--- src/rtl/key_debounce_pkg.sv ---
// Board-level constants and shared types for the push-button input chain.
package key_debounce_pkg;

    localparam int unsigned CLK_HZ           = 50_000_000;
    localparam logic        KEY_ACTIVE_LEVEL = 1'b0;
    localparam int unsigned DEBOUNCE_DEFAULT = CLK_HZ / 50;
    localparam int unsigned NUM_KEYS         = 4;

    localparam int unsigned KEY_INC = 0;
    localparam int unsigned KEY_DEC = 1;
    localparam int unsigned KEY_CLR = 2;
    localparam int unsigned KEY_AUX = 3;

    typedef enum logic {
        RELEASED = 1'b0,
        PRESSED  = 1'b1
    } key_state_e;

endpackage

--- src/rtl/key_debounce_key_filter.sv ---
// One key: two-flop synchronizer, stability counter and RELEASED/PRESSED filter
// with single-cycle press/release pulses.
module key_filter
    import key_debounce_pkg::*;
#(
    parameter int unsigned DEBOUNCE_CYCLES = DEBOUNCE_DEFAULT,
    parameter int unsigned CNT_W           = 20
) (
    input  logic clk,
    input  logic rst,
    input  logic key_raw,
    output logic level,
    output logic press_pulse,
    output logic release_pulse
);

    localparam logic [CNT_W-1:0] CNT_LAST = CNT_W'(DEBOUNCE_CYCLES - 1);

    logic [1:0]       sync;
    logic             synced;
    logic             differs;
    key_state_e       state, state_n;
    logic [CNT_W-1:0] cnt, cnt_n;
    logic             press_n, release_n;

    always_ff @(posedge clk) begin
        if (rst) begin
            sync          <= '1;
            state         <= RELEASED;
            cnt           <= '0;
            press_pulse   <= 1'b0;
            release_pulse <= 1'b0;
        end else begin
            sync          <= {sync[0], key_raw};
            state         <= state_n;
            cnt           <= cnt_n;
            press_pulse   <= press_n;
            release_pulse <= release_n;
        end
    end

    assign synced  = (sync[1] == KEY_ACTIVE_LEVEL);
    assign differs = (synced != (state == PRESSED));
    assign level   = (state == PRESSED);

    // Any agreeing cycle restarts the window, so only an unbroken run flips state.
    always_comb begin
        state_n   = state;
        cnt_n     = '0;
        press_n   = 1'b0;
        release_n = 1'b0;
        if (differs) begin
            if (cnt == CNT_LAST) begin
                press_n   = (state == RELEASED);
                release_n = (state == PRESSED);
                state_n   = (state == RELEASED) ? PRESSED : RELEASED;
            end else begin
                cnt_n = cnt + 1'b1;
            end
        end
    end

endmodule

--- src/rtl/key_debounce.sv ---
// Debounces the four active-low board keys and drives the COUNT value register
// from the accepted press pulses.
module key_debounce
    import key_debounce_pkg::*;
#(
    parameter int unsigned DEBOUNCE_CYCLES = DEBOUNCE_DEFAULT,
    parameter int unsigned CNT_W           = 20
) (
    input  logic       CLK,
    input  logic       RST,
    input  logic [3:0] KEY,
    output logic [3:0] KEY_STATE,
    output logic [3:0] KEY_PRESS,
    output logic [3:0] KEY_RELEASE,
    output logic [3:0] COUNT
);

    for (genvar i = 0; i < NUM_KEYS; i++) begin : g_key
        key_filter #(
            .DEBOUNCE_CYCLES(DEBOUNCE_CYCLES),
            .CNT_W          (CNT_W)
        ) u_filter (
            .clk          (CLK),
            .rst          (RST),
            .key_raw      (KEY[i]),
            .level        (KEY_STATE[i]),
            .press_pulse  (KEY_PRESS[i]),
            .release_pulse(KEY_RELEASE[i])
        );
    end

    logic inc, dec;
    assign inc = KEY_PRESS[KEY_INC] & ~KEY_PRESS[KEY_DEC];
    assign dec = KEY_PRESS[KEY_DEC] & ~KEY_PRESS[KEY_INC];

    always_ff @(posedge CLK) begin
        if (RST) begin
            COUNT <= '0;
        end else if (KEY_PRESS[KEY_CLR]) begin
            COUNT <= '0;
        end else if (inc) begin
            COUNT <= COUNT + 4'd1;
        end else if (dec) begin
            COUNT <= COUNT - 4'd1;
        end
    end

endmodule

--- config.mk ---
export PLATFORM = sky130hd
export DESIGN_NAME = key_debounce
export DESIGN_NICKNAME = d
export VERILOG_FILES = /design/src/rtl/key_debounce_pkg.sv /design/src/rtl/key_debounce_key_filter.sv /design/src/rtl/key_debounce.sv
export SDC_FILE = /design/constraint.sdc
export NUM_CORES = 1
export LEC_CHECK = 0
export CORE_UTILIZATION = 54
export DETAILED_ROUTE_END_ITERATION = 7
export PLACE_DENSITY_LB_ADDON = 0.15
export SLEW_MARGIN = 20
export SYNTH_ARGS = -nofsm -noshare
export SYNTH_HDL_FRONTEND = slang
export SYNTH_SLANG_ARGS = --single-unit
--- constraint.sdc ---
create_clock -name CLK -period 1.96 [get_ports CLK]
set_clock_uncertainty 0.05 [all_clocks]
set_input_delay 0.196 -clock CLK [delete_from_list [all_inputs] [get_ports CLK]]
set_output_delay 0.196 -clock CLK [all_outputs]
set_load 0.03 [all_outputs]
==> reports/qor.csv <==
metric,value,unit
setup_ws,89.70,ps
clockBufferDepth,2,
cts_setup_buffers,0,
drive_above_1_share,0.1447,
crit_arrival,2120,ps
grt_overflow,0,
die_x,94.03,um
worst_hold_startpoint,KEY[0],
antenna_found_initial,0,
grt_pass1_vias,3339,
grt_max_degree,21,
clkSinkCount,104,
reg2regPathDepth,6,
drv_cap,0,
totalWireLength,8255,um
fp.dieArea,8841,um^2
worstSetupPathType,flip-flop to flip-flop,
synth_area_leader_cell,dfxtp_1,
synth_top_area_share,0.4553,
final_common_cell,dfxtp_1,
synthCells,513,
r2r_slack,90,ps
hold_violations,0,
ant_nets,0,
mostFrequentLayoutCells,"dfxtp_1 (99), nor2_1 (73), xor2_1 (31)",
clk_latency,360,ps
multi_input_area,2335,um^2
fin_crit,1870,ps
synth_fp_nets,527,
path_clk_slew,90,ps
fin_nets,555,
vdd_drop_max,0.0004978,V
syn_area,4573,um^2
via_per_inst,5.513,
pre_cts_ws,20.13,ps
powerDensity,669.7,nW/um^2
ioPinCount,22,
ys_warn_count,0,
finalPower,0.003515,W
status,completed,
period_share,0.9542,
area_growth,14.77,%
htree_levels,3,
drc,0,
max_freq,534.7,MHz
cts_root_buffer,clkbuf_8,
cts_tree,yes,
avgSynthCellArea,8.914,um^2
grt_use_total,0.1988,
grt_pass1_wl,14140,um
row_count,33,
place.gp.congestion,0.8088,
antenna_cells,0,
hold_buffers,0,
hold_path.class,input port to flip-flop,
core-area,8217,um^2
num-fill-cells,705,
holdPathStages,2,
start_util,0.5566,
setup_viol,0,
relSlewSlack,0.6701,
r2r-start,g_key[0].u_filter.cnt[1],
num_vias,3589,
hpwl,5880,um
min_delay_worst_endpoint,g_key[0].u_filter.sync[0],
cp.required,2210,ps
firstDrtPassIters,4,
slew_violations,0,
tns,0,ps
ys_seq_area_frac,0.4553,
cp_max_fo,4,
drt_iter0_drc,86,
yosys-top-cells-area,"dfxtp_1 (46%), nor2_1 (6.0%), xor2_1 (5.9%), xnor2_1 (4.4%), nand3_1 (3.3%)",
port_buffers,21,
synth_cell_types,36,
crit_path_end_kind,flip-flop,
regArea,2091,um^2
async_flop_share,0,
tightestPinTransition,493.3,ps
cts-buffers-inserted,9,
crit_path_start_kind,flip-flop,
synthFlopType,dfxtp_1,
power_leakage,1.659,nW
die_h,94.03,um
synth_edf_count,0,
wl_per_cell,12.68,um
ys_ff_latch,104,
rr_endpoint,g_key[0].u_filter.cnt[16],
## cell type report
type	count	area share
timing repair buffer	50	0.08391
clock inverter	4	0.01025
inverter	14	0.01001
tap	105	0.02503
sequential	104	0.3983
clock buffer	12	0.02765
multi-input combinational	362	0.4448
## synthesized netlist by cell type (2+ instances only)
library cell	number
nor2_1	73
mux2i_1	3
dfxtp_1	104
xor2_1	31
nor3_1	11
buf_4	12
a311oi_1	2
ha_1	7
o31ai_4	2
a211o_1	2
and4_1	8
buf_2	5
nor4b_1	8
o21ai_0	14
and2_1	2
or3_1	17
inv_1	14
xnor2_1	23
nand4_1	15
nand2_1	24
or2_2	11
nand3_1	30
o31ai_1	12
clkbuf_1	16
and3_1	9
a21oi_1	29
nor4_1	6
or4_1	15
## worst max path at each step
stage | start | end | cells after the start
final | g_key[0].u_filter.cnt[1] | g_key[0].u_filter.cnt[16] | 6
after global placement | g_key[0].u_filter.cnt[1] | g_key[0].u_filter.cnt[16] | 6
after CTS | g_key[0].u_filter.cnt[1] | g_key[0].u_filter.cnt[16] | 6
after detailed placement | g_key[1].u_filter.press_pulse | COUNT[3] | 8
after global routing | g_key[1].u_filter.cnt[17] | g_key[1].u_filter.release_pulse | 4
after floorplan | g_key[0].u_filter.cnt[1] | g_key[0].u_filter.cnt[18] | 6
## critical path, cell delays in order (launching register included)
cell and delay, ps:
dfxtp_4 380, ha_4 150, nand2_2 50, or4_4 540
buf_4 160, or3_1 330, a21oi_1 130
## logic make-up after synthesis
logic type / count (synthesis) / share of synthesized area
AO/OA/AOI/OAI: 63 / 0.08728
XOR/XNOR: 54 / 0.1034
adder cells (fa/ha/maj): 8 / 0.02353
buffers and inverters: 47 / 0.04980
flip-flops: 104 / 0.4553
multiplexers: 3 / 0.006567
AND/OR/NAND/NOR: 234 / 0.2741
## power by group
group	leakage [nW]	internal (W)	switching, W
Sequential	0.842	0.00212	0.00000553
Combinational	0.724	0.0000300	0.0000314
Clock	0.0928	0.000629	0.000699
## through the flow
step / hold slack (ps) / cell area (um^2) / cells / util
detailed placement: 342.8 / 4987 / 635 / 0.6070
finish: 336.6 / 5249 / 651 / 0.6388
global placement: 341.4 / 4987 / 635 / 0.6070
global route: 335.1 / 5249 / 651 / 0.6388
floorplan: 249.8 / 4597 / 513 / -
CTS: 321.9 / 5190 / 651 / 0.6316
## layer usage
metal / track usage / vias up / wire (um)
li1: - / 1844 / -
met1: 0.2394 / 1687 / 3885
met2: 0.3449 / 46 / 3969
met3: 0.04612 / 12 / 267
met4: 0.06923 / 0 / 133
met5: 0 / - / 0
## sequential cells by signal (all words and copies together), names as in the netlist
signal / count
g_key.u_filter.level: 4
COUNT: 4
g_key.u_filter.press_pulse: 4
g_key.u_filter.cnt: 80
g_key.u_filter.release_pulse: 4
g_key.u_filter.sync: 8
## what timing repair did
item                       in CTS  in global routing
gates cloned                    0                  0
setup endpoints to repair       1                 19
gates resized for setup         1                 16
pin swaps                       0                  4
(Power assumes the default switching activity.)
